--- src/rtl/spram_arbiter.sv ---
// rtl/spram_arbiter.sv - round-robin arbiter sharing one spram port among NUM_REQ requesters
// Optional requester lock (exclusive multi-cycle ownership) when SPRAM_ARB_LOCK_EN is defined.
module spram_arbiter #(
    parameter int NUM_REQ = 2,
    parameter int WIDTH   = 32,
    parameter int SIZE    = 2048,
    localparam int AW     = $clog2(SIZE),
    localparam int IW     = (NUM_REQ > 1) ? $clog2(NUM_REQ) : 1
) (
    input  logic                     clk,
    input  logic                     rst_n,
`ifdef SPRAM_ARB_LOCK_EN
    input  logic [NUM_REQ-1:0]       lock,
`endif
    input  logic [NUM_REQ-1:0]       req,
    input  logic [NUM_REQ-1:0]       we,
    input  logic [NUM_REQ*AW-1:0]    addr,
    input  logic [NUM_REQ*WIDTH-1:0] wdata,
    output logic [NUM_REQ-1:0]       gnt,
    output logic [NUM_REQ-1:0]       rvalid,
    output logic [WIDTH-1:0]         rdata,
    output logic                     sram_wen,
    output logic                     sram_ren,
    output logic [AW-1:0]            sram_waddr,
    output logic [AW-1:0]            sram_raddr,
    output logic [WIDTH-1:0]         sram_wdata,
    input  logic [WIDTH-1:0]         sram_rdata,
    input  logic                     sram_ready
);

    logic [IW-1:0]      ptr;
    logic [IW-1:0]      rd_owner;
    logic               rd_pend;
    logic [IW-1:0]      start;
    logic [IW-1:0]      g;
    logic [IW-1:0]      cand;
    logic               found;
    logic               gnt_vld;
    logic [NUM_REQ-1:0] req_eff;

    function automatic logic [IW-1:0] next_idx(input logic [IW-1:0] i);
        return (32'(i) == NUM_REQ - 1) ? '0 : i + 1'b1;
    endfunction

`ifdef SPRAM_ARB_LOCK_EN
    logic          locked;
    logic [IW-1:0] lock_owner;
    logic          unlock;

    // The owner releases the port as soon as it drops req or lock; arbitration
    // then resumes just past the owner in the same cycle.
    always_comb begin
        unlock  = locked && !(req[lock_owner] && lock[lock_owner]);
        req_eff = req;
        start   = ptr;
        if (locked && !unlock) begin
            req_eff = req & (NUM_REQ'(1) << lock_owner);
            start   = lock_owner;
        end else if (unlock) begin
            start   = next_idx(lock_owner);
        end
    end
`else
    always_comb begin
        req_eff = req;
        start   = ptr;
    end
`endif

    always_comb begin
        found = 1'b0;
        g     = '0;
        cand  = '0;
        for (int k = 0; k < NUM_REQ; k++) begin
            cand = IW'((32'(start) + 32'(k)) % NUM_REQ);
            if (!found && req_eff[cand]) begin
                found = 1'b1;
                g     = cand;
            end
        end
    end

    // Grants are masked during reset so nothing reaches the spram port.
    assign gnt_vld    = found & rst_n;
    assign gnt        = gnt_vld ? (NUM_REQ'(1) << g) : '0;
    assign sram_wen   = gnt_vld & we[g];
    assign sram_ren   = gnt_vld & ~we[g];
    assign sram_waddr = gnt_vld ? addr[int'(g)*AW +: AW] : '0;
    assign sram_raddr = sram_waddr;
    assign sram_wdata = gnt_vld ? wdata[int'(g)*WIDTH +: WIDTH] : '0;

    assign rvalid = (sram_ready && rd_pend) ? (NUM_REQ'(1) << rd_owner) : '0;
    assign rdata  = sram_rdata;

    always_ff @(posedge clk or negedge rst_n) begin
        if (!rst_n) begin
            ptr        <= '0;
            rd_owner   <= '0;
            rd_pend    <= 1'b0;
`ifdef SPRAM_ARB_LOCK_EN
            locked     <= 1'b0;
            lock_owner <= '0;
`endif
        end else begin
            rd_pend <= sram_ren;
            if (sram_ren) begin
                rd_owner <= g;
            end
`ifdef SPRAM_ARB_LOCK_EN
            if (gnt_vld) begin
                if (lock[g]) begin
                    locked     <= 1'b1;
                    lock_owner <= g;
                end else begin
                    locked     <= 1'b0;
                    ptr        <= next_idx(g);
                end
            end else if (unlock) begin
                locked <= 1'b0;
                ptr    <= next_idx(lock_owner);
            end
`else
            if (gnt_vld) begin
                ptr <= next_idx(g);
            end
`endif
        end
    end

endmodule

--- config.mk ---
export PLATFORM = sky130hd
export DESIGN_NAME = spram_arbiter
export DESIGN_NICKNAME = d
export VERILOG_FILES = /design/src/rtl/spram_arbiter.sv
export SDC_FILE = /design/constraint.sdc
export NUM_CORES = 1
export LEC_CHECK = 0
export ABC_AREA = 1
export BUFFER_PORTS_ARGS = -buffer_cell sky130_fd_sc_hd__buf_2
export CAP_MARGIN = 15
export CORE_AREA = 2 2 83 85
export CTS_CLUSTER_DIAMETER = 100
export CTS_CLUSTER_SIZE = 14
export DETAILED_ROUTE_END_ITERATION = 8
export DIE_AREA = 0 0 85 87
export SLEW_MARGIN = 25
export SYNTH_ARGS = -nofsm -noshare
export SYNTH_HDL_FRONTEND = slang
export SYNTH_SLANG_ARGS = --single-unit
--- constraint.sdc ---
create_clock -name clk -period 1.9 [get_ports clk]
set_input_delay 0.095 -clock clk [delete_from_list [all_inputs] [get_ports clk]]
set_output_delay 0.095 -clock clk [all_outputs]
set_load 0.01 [all_outputs]
# --- Yosys cells after proc, flatten, opt, wreduce, memory -nomap -nowiden ---
# Cells that the tools add are included.
totals:
  inputBits: 125
  regBits: 3
  rom_bits: 0
  latch_bits: 0
  mem_bits_rw: 0
  elab_cells: 35
  output_inout_bits: 92
  mem_count: 0
classes:
  n_div: 0
  n_mux: 15
  add_sub_neg: 2
  shifts: 4
  n_reduce_logical: 3
  bitwise: 4
  multipliers: 1
  order_cmp: 3
  eq_ne: 0
op_table:
  columns: ["cell", "count"]
  rows:
  - ["64-bit by 7-bit variable part select with 32-bit output", 1]
  - ["32-bit 2-to-1 mux", 1]
  - ["22-bit by 6-bit variable part select with 11-bit output", 1]
  - ["1-bit 2-to-1 mux", 11]
  - ["11-bit 2-to-1 mux", 1]
  - ["1-bit by 2-bit < comparator with 1-bit output, second input constant", 3]
  - ["1-bit by 4-bit multiplier with 5-bit output, second input constant", 1]
  - ["2-bit 2-to-1 mux", 2]
  - ["1-bit by 1-bit left shift with 2-bit output, first input constant", 2]
  - ["1-bit AND", 3]
  - ["1-bit adder, second input constant", 2]
  - ["1-bit logical AND", 2]
  - ["1-bit zero test", 1]
  - ["1-bit inverter", 1]

# --- Logic depth before layout (Yosys ltp) ---
# Gate-level depths: netlist (run 1).
logic_depth:
  depth_word: 10
  mapped_depth: 9
  ltp_nobuf: 7

# --- Worst setup path after synthesis (run 1) ---
# No wires, ideal clock.
synth_timing:
  path_kind: "register to output"
  from: "register ptr"
  to: "output port sram_waddr[2]"
  t_arrival_ns: 1.155
  path_slack_ns: 0.650
  stages_incl_launch_ff: 9
  required_time_ns: 1.805
  path_cell_list: "dfrtp_1 -> inv_1 -> nand2_1 -> nand2_2 -> nor2_4 -> buf_2 -> nand2_1 -> nand2_1 -> buf_4"
synth_between:
  elab_chain_cells: 9
  elab_cells_between_ends: 15
synth_lines:
  columns: ["item", "line", "source"]
  rows:
  - ["start, declared", "31", "logic [IW-1:0] ptr;"]
  - ["start signal, assigned", "124", "ptr <= next_idx(g);"]
  - ["1-bit 2-to-1 mux (not written as such) (2 in series)", "76", "if (!found && req_eff[cand]) begin"]
  - ["1-bit 2-to-1 mux", "76", null]
  - ["1-bit zero test", "76", null]
  - ["1-bit logical AND", "76", null]
  - ["1-bit 2-to-1 mux", "76", null]
  - ["1-bit by 4-bit multiplier with 5-bit output", "88", "assign sram_waddr = gnt_vld ? addr[int'(g)*AW +: AW] : '0;"]
  - ["22-bit by 6-bit variable part select with 11-bit output", "88", null]
  - ["11-bit 2-to-1 mux (*)", "88", null]
  - ["end, declared", "24", "output logic [AW-1:0] sram_waddr,"]
# Mark *: on every way between the ends. The rest lies on a longest branch, timed or not. The select of a mux whose other input is x is not followed.

# --- Worst setup path after layout (run 1) ---
layout_timing:
  from: "register ptr"
  to: "output port sram_waddr[8]"
# The elaborated chain is that of the path after synthesis.

==> parameters.txt, run 1 <==
Parameter                              Value

STA
  Maximum achievable frequency ... 602 MHz
  Actual slew at the worst max-slew pin ... 0.414 ns
  Number of setup violations in the final report ... 0
  Setup WS post-layout ... 0.239 ns
  Final hold slack ... 0.141 ns
  Sum of negative setup slack ... 0 ns
  Time the worst path needs with I/O delays and setup ... 1.66 ns
  Fin crit share ... 87.4%
  Worst clock skew ... 0.00510 ns
  Number of max-slew violations in the final report ... 0
  Number of hold violations in the final report ... 0
  RSZ-0062 raised after global routing ... false
  Worst-case headroom to the max-slew limit ... 72.4%

Placement
  Placed cell count ... 390
  Placer congestion estimate ... 0.742
  Worst slack after detailed placement ... 0.449 ns
  Count of input and output buffers ... 152
  Half-perimeter wire length after placement ... 2900 microns
  Instance area at placement ... 1550 sq um

GRT
  Met3 track demand over resource in global routing ... 1.80%
  Pin count of the biggest net entering global routing ... 45
  Combined global-route utilization of all metal layers ... 8.32%
  Initial antenna violation count ... 0
  Total gr overflow ... 0
  Met2 routing resource usage after global routing ... 14.6%
  Most used routing layer ... met2
  Via count of the first global-routing pass ... 1221
  First-pass GRT wire length ... 5130 microns
  M1 GR Usage ... 9.41%

Synth
  Mean cell area of the mapped netlist ... 5.18 sq um
  Top cell type's share of synthesized area ... 47.3%
  Share of the yosys chip area belonging to registers ... 7.00%
  Number of standard cells after synthesis ... 207
  Synthesized cell area ... 1070 sq um
  Synthesis warning total ... 0
  Syn Nets ... 332
  Post-synth cell types ... 13
  Post-synthesis cell type with the largest combined area ... sky130_fd_sc_hd__nand2_1
  Post-synthesis sequential element count ... 3
  Top cells by area in the synthesized netlist ... sky130_fd_sc_hd__nand2_1, sky130_fd_sc_hd__buf_4, sky130_fd_sc_hd__dfrtp_1

Clocking
  Clock tree from TritonCTS ... built
  CTS buffer count ... 3
  Clock input transition at the sequential cells of the worst setup and hold paths ... 0.03 ns
  Buffers inserted by post-CTS timing repair ... 0
  Number of levels the H-tree was split into ... 1
  Longest Clk Path Bufs ... 2
  Number of sinks driven by the clock tree ... 3
  Clock latency at the later pin of the worst-skew pair ... 0.22 ns
  Post-cts resize count ... 0
  Clock Tree Root ... sky130_fd_sc_hd__clkbuf_8

Route
  First-pass iteration count of the detailed router ... 4
  Detail-routed via count per cell ... 3.82
  Starting DRT DRC Count ... 21
  Total length of routed wires ... 3570 microns
  Via total after detailed routing ... 1510
  WL per Instance ... 9.04 microns
  Residual DRC count ... 0
  Antenna-violating nets left ... 0

Floorplan
  Core Rows ... 30
  Die Y ... 87 microns
  Die X ... 85 microns
  Top-level I/O count ... 217
  Core outline area ... 6570 sq um
  DIE AREA ... 7400 sq um
  Initial Util ... 16.3%

Power
  Design Power ... 640 uW
  Static leakage power ... 1.16 nW
  Peak VDD IR ... 0.000168 V
  Power per cell area ... 398 nW/um^2

Job
  Max capacitance violation total ... 0

Layout
  Filler-free cell count of the finished design ... 395
  Most common cell after layout, fill and taps aside ... sky130_fd_sc_hd__buf_2
  Commonest cells after routing, fill and taps aside ... sky130_fd_sc_hd__buf_2, sky130_fd_sc_hd__nand2_1, sky130_fd_sc_hd__inv_1, sky130_fd_sc_hd__nor2_1
  Share of post-route cells with drive strength above 1 ... 51.4%
  Diodes inserted ... 0
  Utilization after layout ... 24.5%
  Final net count ... 441
  P&R area growth vs syn ... 49.9%
  Post-route standard cell area excluding fillers ... 1610 sq um
  Filler instances ... 758

Critical path
  Kind of cell adding the most delay to the critical path ... buffers and inverters
  Signal arrival time at the worst endpoint ... 1.57 ns
  Worst path bufs/invs ... 3
  Highest fanout seen on the critical path ... 44
  Type of the worst setup path ... flop to output pin
  Crit-path cells ... inv_1, nand2_1, nand2_2, nand2_2, inv_4, nand2_1, nand2_1, buf_2
  Worst setup SP type ... flop
  CP dominant cell by count ... sky130_fd_sc_hd__nand2_1
  Endpoint required time on the critical path ... 1.80 ns
  Slowest Stage Delay on Critical Path ... 0.35 ns
  Highest-delay cell along the critical path ... sky130_fd_sc_hd__dfrtp_1
  Nature of the critical path endpoint ... output pin

Min path
  Hold crit path type ... input pin to flop

Status
  Status ... finished clean
## registers in the layout, summed over array words and instances, names as in the netlist
name,count
rd_pend,1
ptr,1
rd_owner,1
## final timing paths
check | start | end | slack [ns] | depth (start not counted)
min in group asynchronous | rst_n | rd_owner$_DFFE_PN0P_ | 0.25 | 2
setup reg to reg | ptr$_DFFE_PN0P_ | rd_pend$_DFF_PN0_ | 0.92 | 6
hold reg to reg | rd_owner$_DFFE_PN0P_ | rd_owner$_DFFE_PN0P_ | 0.49 | 2
hold / removal | we[1] | rd_owner$_DFFE_PN0P_ | 0.14 | 4
setup / recovery | ptr$_DFFE_PN0P_ | sram_waddr[8] | 0.24 | 8
max in group asynchronous | rst_n | rd_pend$_DFF_PN0_ | 1.49 | 2
## report_power, final
group	total (mW)	switching [mW]	internal, mW
combinational	0.374	0.203	0.172
clock	0.190	0.0461	0.143
sequential	0.0759	0.00358	0.0723
## logic make-up (layout without fill, tap and decap cells)
| kind of cell | Yosys count | after routing | share of synthesized area [%] |
|---|---|---|---|
| AO/OA/AOI/OAI | 2 | 2 | 0.933 |
| buffers and inverters | 57 | 165 | 39.2 |
| flip-flops | 3 | 3 | 7.00 |
| AND/OR/NAND/NOR | 145 | 145 | 52.9 |
## layer usage
| layer | part of all wire [%] | vias to the layer above |
|---|---|---|
| met5 | 0 | - |
| met4 | 2.6 | 0 |
| met3 | 11 | 12 |
| met2 | 50 | 95 |
| met1 | 36 | 619 |
| li1 | - | 784 |
## what timing repair did
| item | in CTS | in global routing |
|---|---|---|
| endpoints found under the setup margin | 0 | 0 |
| endpoints found under the hold margin | 3 | 0 |
| hold buffers | 1 | 0 |
## worst register-to-register path: stages (launching register included)
cell and delay [ns]:
sky130_fd_sc_hd__dfrtp_1 0.35, sky130_fd_sc_hd__inv_1 0.06, sky130_fd_sc_hd__nand2_1 0.08, sky130_fd_sc_hd__nand2_2 0.13
sky130_fd_sc_hd__nand2_1 0.09, sky130_fd_sc_hd__nand3_1 0.09, sky130_fd_sc_hd__inv_1 0.06
## area by class of cell
type | instances | area, sq um | area share (%)
inverters | 6 | 25.0 | 1.56
repair buffers | 155 | 786 | 48.9
flip-flops and latches | 3 | 75.1 | 4.67
well taps | 80 | 100 | 6.23
multi-input cells | 147 | 577 | 35.9
clock buffers | 4 | 45.0 | 2.80
## synth_stat cells
cell and count:
sky130_fd_sc_hd__a21oi_1 1, sky130_fd_sc_hd__buf_2 1, sky130_fd_sc_hd__buf_4 46, sky130_fd_sc_hd__buf_6 4, sky130_fd_sc_hd__dfrtp_1 3, sky130_fd_sc_hd__inv_1 5, sky130_fd_sc_hd__inv_4 1, sky130_fd_sc_hd__nand2_1 135
sky130_fd_sc_hd__nand2_2 2, sky130_fd_sc_hd__nand3_1 2, sky130_fd_sc_hd__nor2_1 4, sky130_fd_sc_hd__nor2_4 2, sky130_fd_sc_hd__o21ai_0 1
(Power assumes the default switching activity.)
==> run 2: changes to the inputs <==
- clock period: 1.9 -> 2 ns (I/O delays scaled with it)
==> run 2 against run 1 <==
Net effect: highest routed layer unchanged; non-clock buffer count unchanged; sequential share of layout area about the same; clock-buffer cell count unchanged; flip-flop and latch count unchanged; first-iteration DRC count decreased by 24%; design area increased by 0.16%; critical path type is now input pin to output pin; die area unchanged; critical path depth increased by 1; global-route usage decreased by 0.24 points.
==> parameters.txt, run 2 (synthesis results as in run 1) <==
Parameter                              Value

Layout
  Filler-free cell count of the finished design ... 395 (unchanged)
  Area taken by flip-flops and latches ... 75.1 sq um (unchanged)
  Largest registers in the final layout ... ptr x1, rd_owner x1, rd_pend x1 (unchanged)
  P&R area growth vs syn ... 50.2% (was 49.9%)
  Share of post-route cells with drive strength above 1 ... 51.4% (unchanged)
  Multi-input gate area ... 577 sq um (unchanged)
  Commonest cells after routing, fill and taps aside ... sky130_fd_sc_hd__buf_2, sky130_fd_sc_hd__nand2_1, sky130_fd_sc_hd__inv_1, sky130_fd_sc_hd__nor2_1 (unchanged)
  Diodes inserted ... 0 (unchanged)
  Most common cell after layout, fill and taps aside ... sky130_fd_sc_hd__buf_2 (unchanged)
  Utilization after layout ... 24.5% (about the same)
  Final net count ... 441 (unchanged)
  Filler instances ... 772 (was 758)

Power
  P_sw ... 239 uW (was 252 uW)
  Switching part of the total power ... 39.4% (about the same)
  Clock network fraction of total power ... 29.6% (about the same)
  Fraction of power consumed by sequential logic ... 11.9% (about the same)
  Total internal power ... 368 uW (was 388 uW)
  Power per cell area ... 377 nW/um^2 (was 398 nW/um^2)
  Portion of total power attributed to combinational logic ... 58.5% (about the same)
  Peak VDD IR ... 0.000162 V (was 0.000168 V)
  Static leakage power ... 1.16 nW (about the same)

Clocking
  Clock tree from TritonCTS ... built (unchanged)
  Number of levels the H-tree was split into ... 1 (unchanged)
  Clock input transition at the sequential cells of the worst setup and hold paths ... 0.03 ns (about the same)
  Clock Tree Root ... sky130_fd_sc_hd__clkbuf_8 (unchanged)
  Number of sinks driven by the clock tree ... 3 (unchanged)
  Buffers inserted by post-CTS timing repair ... 0 (unchanged)
  CTS buffer count ... 3 (unchanged)
  Longest Clk Path Bufs ... 2 (unchanged)
  Clock latency at the later pin of the worst-skew pair ... 0.22 ns (about the same)

Critical path
  Endpoint required time on the critical path ... 1.90 ns (was 1.80 ns)
  Setup slack on the worst flop-to-flop path ... 1.03 ns (was 0.92 ns)
  Crit Reg-Reg Endpoint ... rd_pend$_DFF_PN0_ (unchanged)
  Highest fanout seen on the critical path ... 44 (unchanged)
  Nature of the critical path endpoint ... output pin (unchanged)
  Crit-path cells ... dlygate4sd3_1, buf_2, inv_1, nor2_4, nand2_2, inv_6, nand2_1, nand2_1, buf_2 (was inv_1, nand2_1, nand2_2, nand2_2, inv_4, nand2_1, nand2_1, buf_2)
  Signal arrival time at the worst endpoint ... 1.70 ns (was 1.57 ns)
  Worst r2r path cells ... 6 (unchanged)
  Worst setup SP type ... input pin (was flop)
  Highest-delay cell along the critical path ... sky130_fd_sc_hd__dlygate4sd3_1 (was sky130_fd_sc_hd__dfrtp_1)
  Type of the worst setup path ... input pin to output pin (was flop to output pin)
  Slowest Stage Delay on Critical Path ... 0.52 ns (was 0.35 ns)
  Worst flop-to-flop path startpoint ... ptr$_DFFE_PN0P_ (unchanged)
  Start point of the critical path ... rst_n (was ptr$_DFFE_PN0P_)

GRT
  First-pass GRT wire length ... 4990 microns (was 5130 microns)
  Combined global-route utilization of all metal layers ... 8.08% (was 8.32%)
  Via count of the first global-routing pass ... 1194 (was 1221)
  Initial antenna violation count ... 0 (unchanged)
  Total gr overflow ... 0 (unchanged)
  Pin count of the biggest net entering global routing ... 45 (unchanged)

Job
  Max capacitance violation total ... 0 (unchanged)

Route
  Total length of routed wires ... 3570 microns (about the same)
  First-pass iteration count of the detailed router ... 4 (unchanged)
  WL per Instance ... 9.03 microns (was 9.04 microns)
  Via total after detailed routing ... 1516 (was 1510)
  Antenna-violating nets left ... 0 (unchanged)
  Detail-routed via count per cell ... 3.84 (was 3.82)
  Starting DRT DRC Count ... 16 (was 21)
  Residual DRC count ... 0 (unchanged)

STA
  Sum of negative setup slack ... 0 ns (unchanged)
  Number of hold violations in the final report ... 0 (unchanged)
  Worst-case headroom to the max-slew limit ... 80.0% (was 72.4%)
  Worst clock skew ... 0.00456 ns (was 0.00510 ns)
  RSZ-0062 raised after global routing ... false (unchanged)
  Actual slew at the worst max-slew pin ... 0.300 ns (was 0.414 ns)
  Time the worst path needs with I/O delays and setup ... 1.80 ns
  Number of max-slew violations in the final report ... 0 (unchanged)
  Fin crit share ... 90.0%
  Maximum achievable frequency ... 556 MHz
  Final hold slack ... 0.144 ns (was 0.141 ns)
  Setup WS post-layout ... 0.201 ns (was 0.239 ns)
  Number of setup violations in the final report ... 0 (unchanged)

Placement
  Placer congestion estimate ... 0.742 (about the same)
  Half-perimeter wire length after placement ... 2950 microns (was 2900 microns)
  Placed cell count ... 390 (unchanged)
  Worst slack after detailed placement ... 0.538 ns (was 0.449 ns)
  Count of input and output buffers ... 152 (unchanged)

Floorplan
  Core outline area ... 6570 sq um (unchanged)
  Die Y ... 87 microns (unchanged)
  Die X ... 85 microns (unchanged)
  Core Rows ... 30 (unchanged)
  Top-level I/O count ... 217 (unchanged)
  DIE AREA ... 7400 sq um (unchanged)
  Initial Util ... 16.3% (unchanged)

Status
  Status ... finished clean (unchanged)

Min path
  Hold crit path type ... input pin to flop (unchanged)
  End point of the worst hold path ... rd_owner$_DFFE_PN0P_ (unchanged)
  Hold wc startpoint ... we[1] (unchanged)
  Hold Crit Depth ... 4 (unchanged)
run 2: cell counts in the layout (fill, tap and decap cells not counted):
No cell type changed its count.
run 2: power by group through the flow:
stage / clock, mW / sequential, mW / combinational, mW
2_1_floorplan: 0 / 0.0721 / 0.269
3_3_place_gp: 0 / 0.0727 / 0.353
3_5_place_dp: 0 / 0.0731 / 0.357
4_1_cts: 0.185 / 0.0722 / 0.361
5_1_grt: 0.189 / 0.0734 / 0.395
6_report: 0.180 / 0.0722 / 0.356
run 2: area by class of cell:
| class | instances | share of cell area, % |
|---|---|---|
| clock buffers | 4 | 2.80 |
| inverters | 6 | 1.71 |
| repair buffers | 155 | 48.8 |
| well taps | 80 | 6.22 |
| flip-flops and latches | 3 | 4.66 |
| multi-input cells | 147 | 35.8 |
run 2: per-layer routing:
metal	wire length, microns	track usage, %
met1	1320	8.84
met2	1790	14.5
met3	363	1.80
met4	94	4.33
met5	0	0
run 2: timing repair:
| item | in CTS | in global routing |
|---|---|---|
| setup endpoints to repair | 0 | 35 |
| endpoints found under the hold margin | 3 | 0 |
| resized for setup | 0 | 1 |
| hold buffers | 1 | 0 |
run 2: worst max path at each step:
stage                               end  slack [ns]  depth (start not counted)
after floorplan           sram_waddr[2]        0.75                          8
after global placement    sram_raddr[2]        0.61                          8
after detailed placement  sram_raddr[5]        0.54                          8
after CTS                 sram_raddr[5]        0.09                          9
after global routing      sram_waddr[6]        0.04                          9
final                     sram_waddr[1]        0.20                          9
run 2: critical path, delay by kind of cell:
kind	cells	cell delay [ns]
AND/OR/NAND/NOR	4	0.43
buffers and inverters	5	1.15
run 2: through the flow:
stage	instance area, sq um	power (mW)
2_1_floorplan	1070	0.341
5_1_grt	1610	0.658
6_report	1610	0.608
3_3_place_gp	1550	0.426
3_5_place_dp	1550	0.430
4_1_cts	1610	0.617
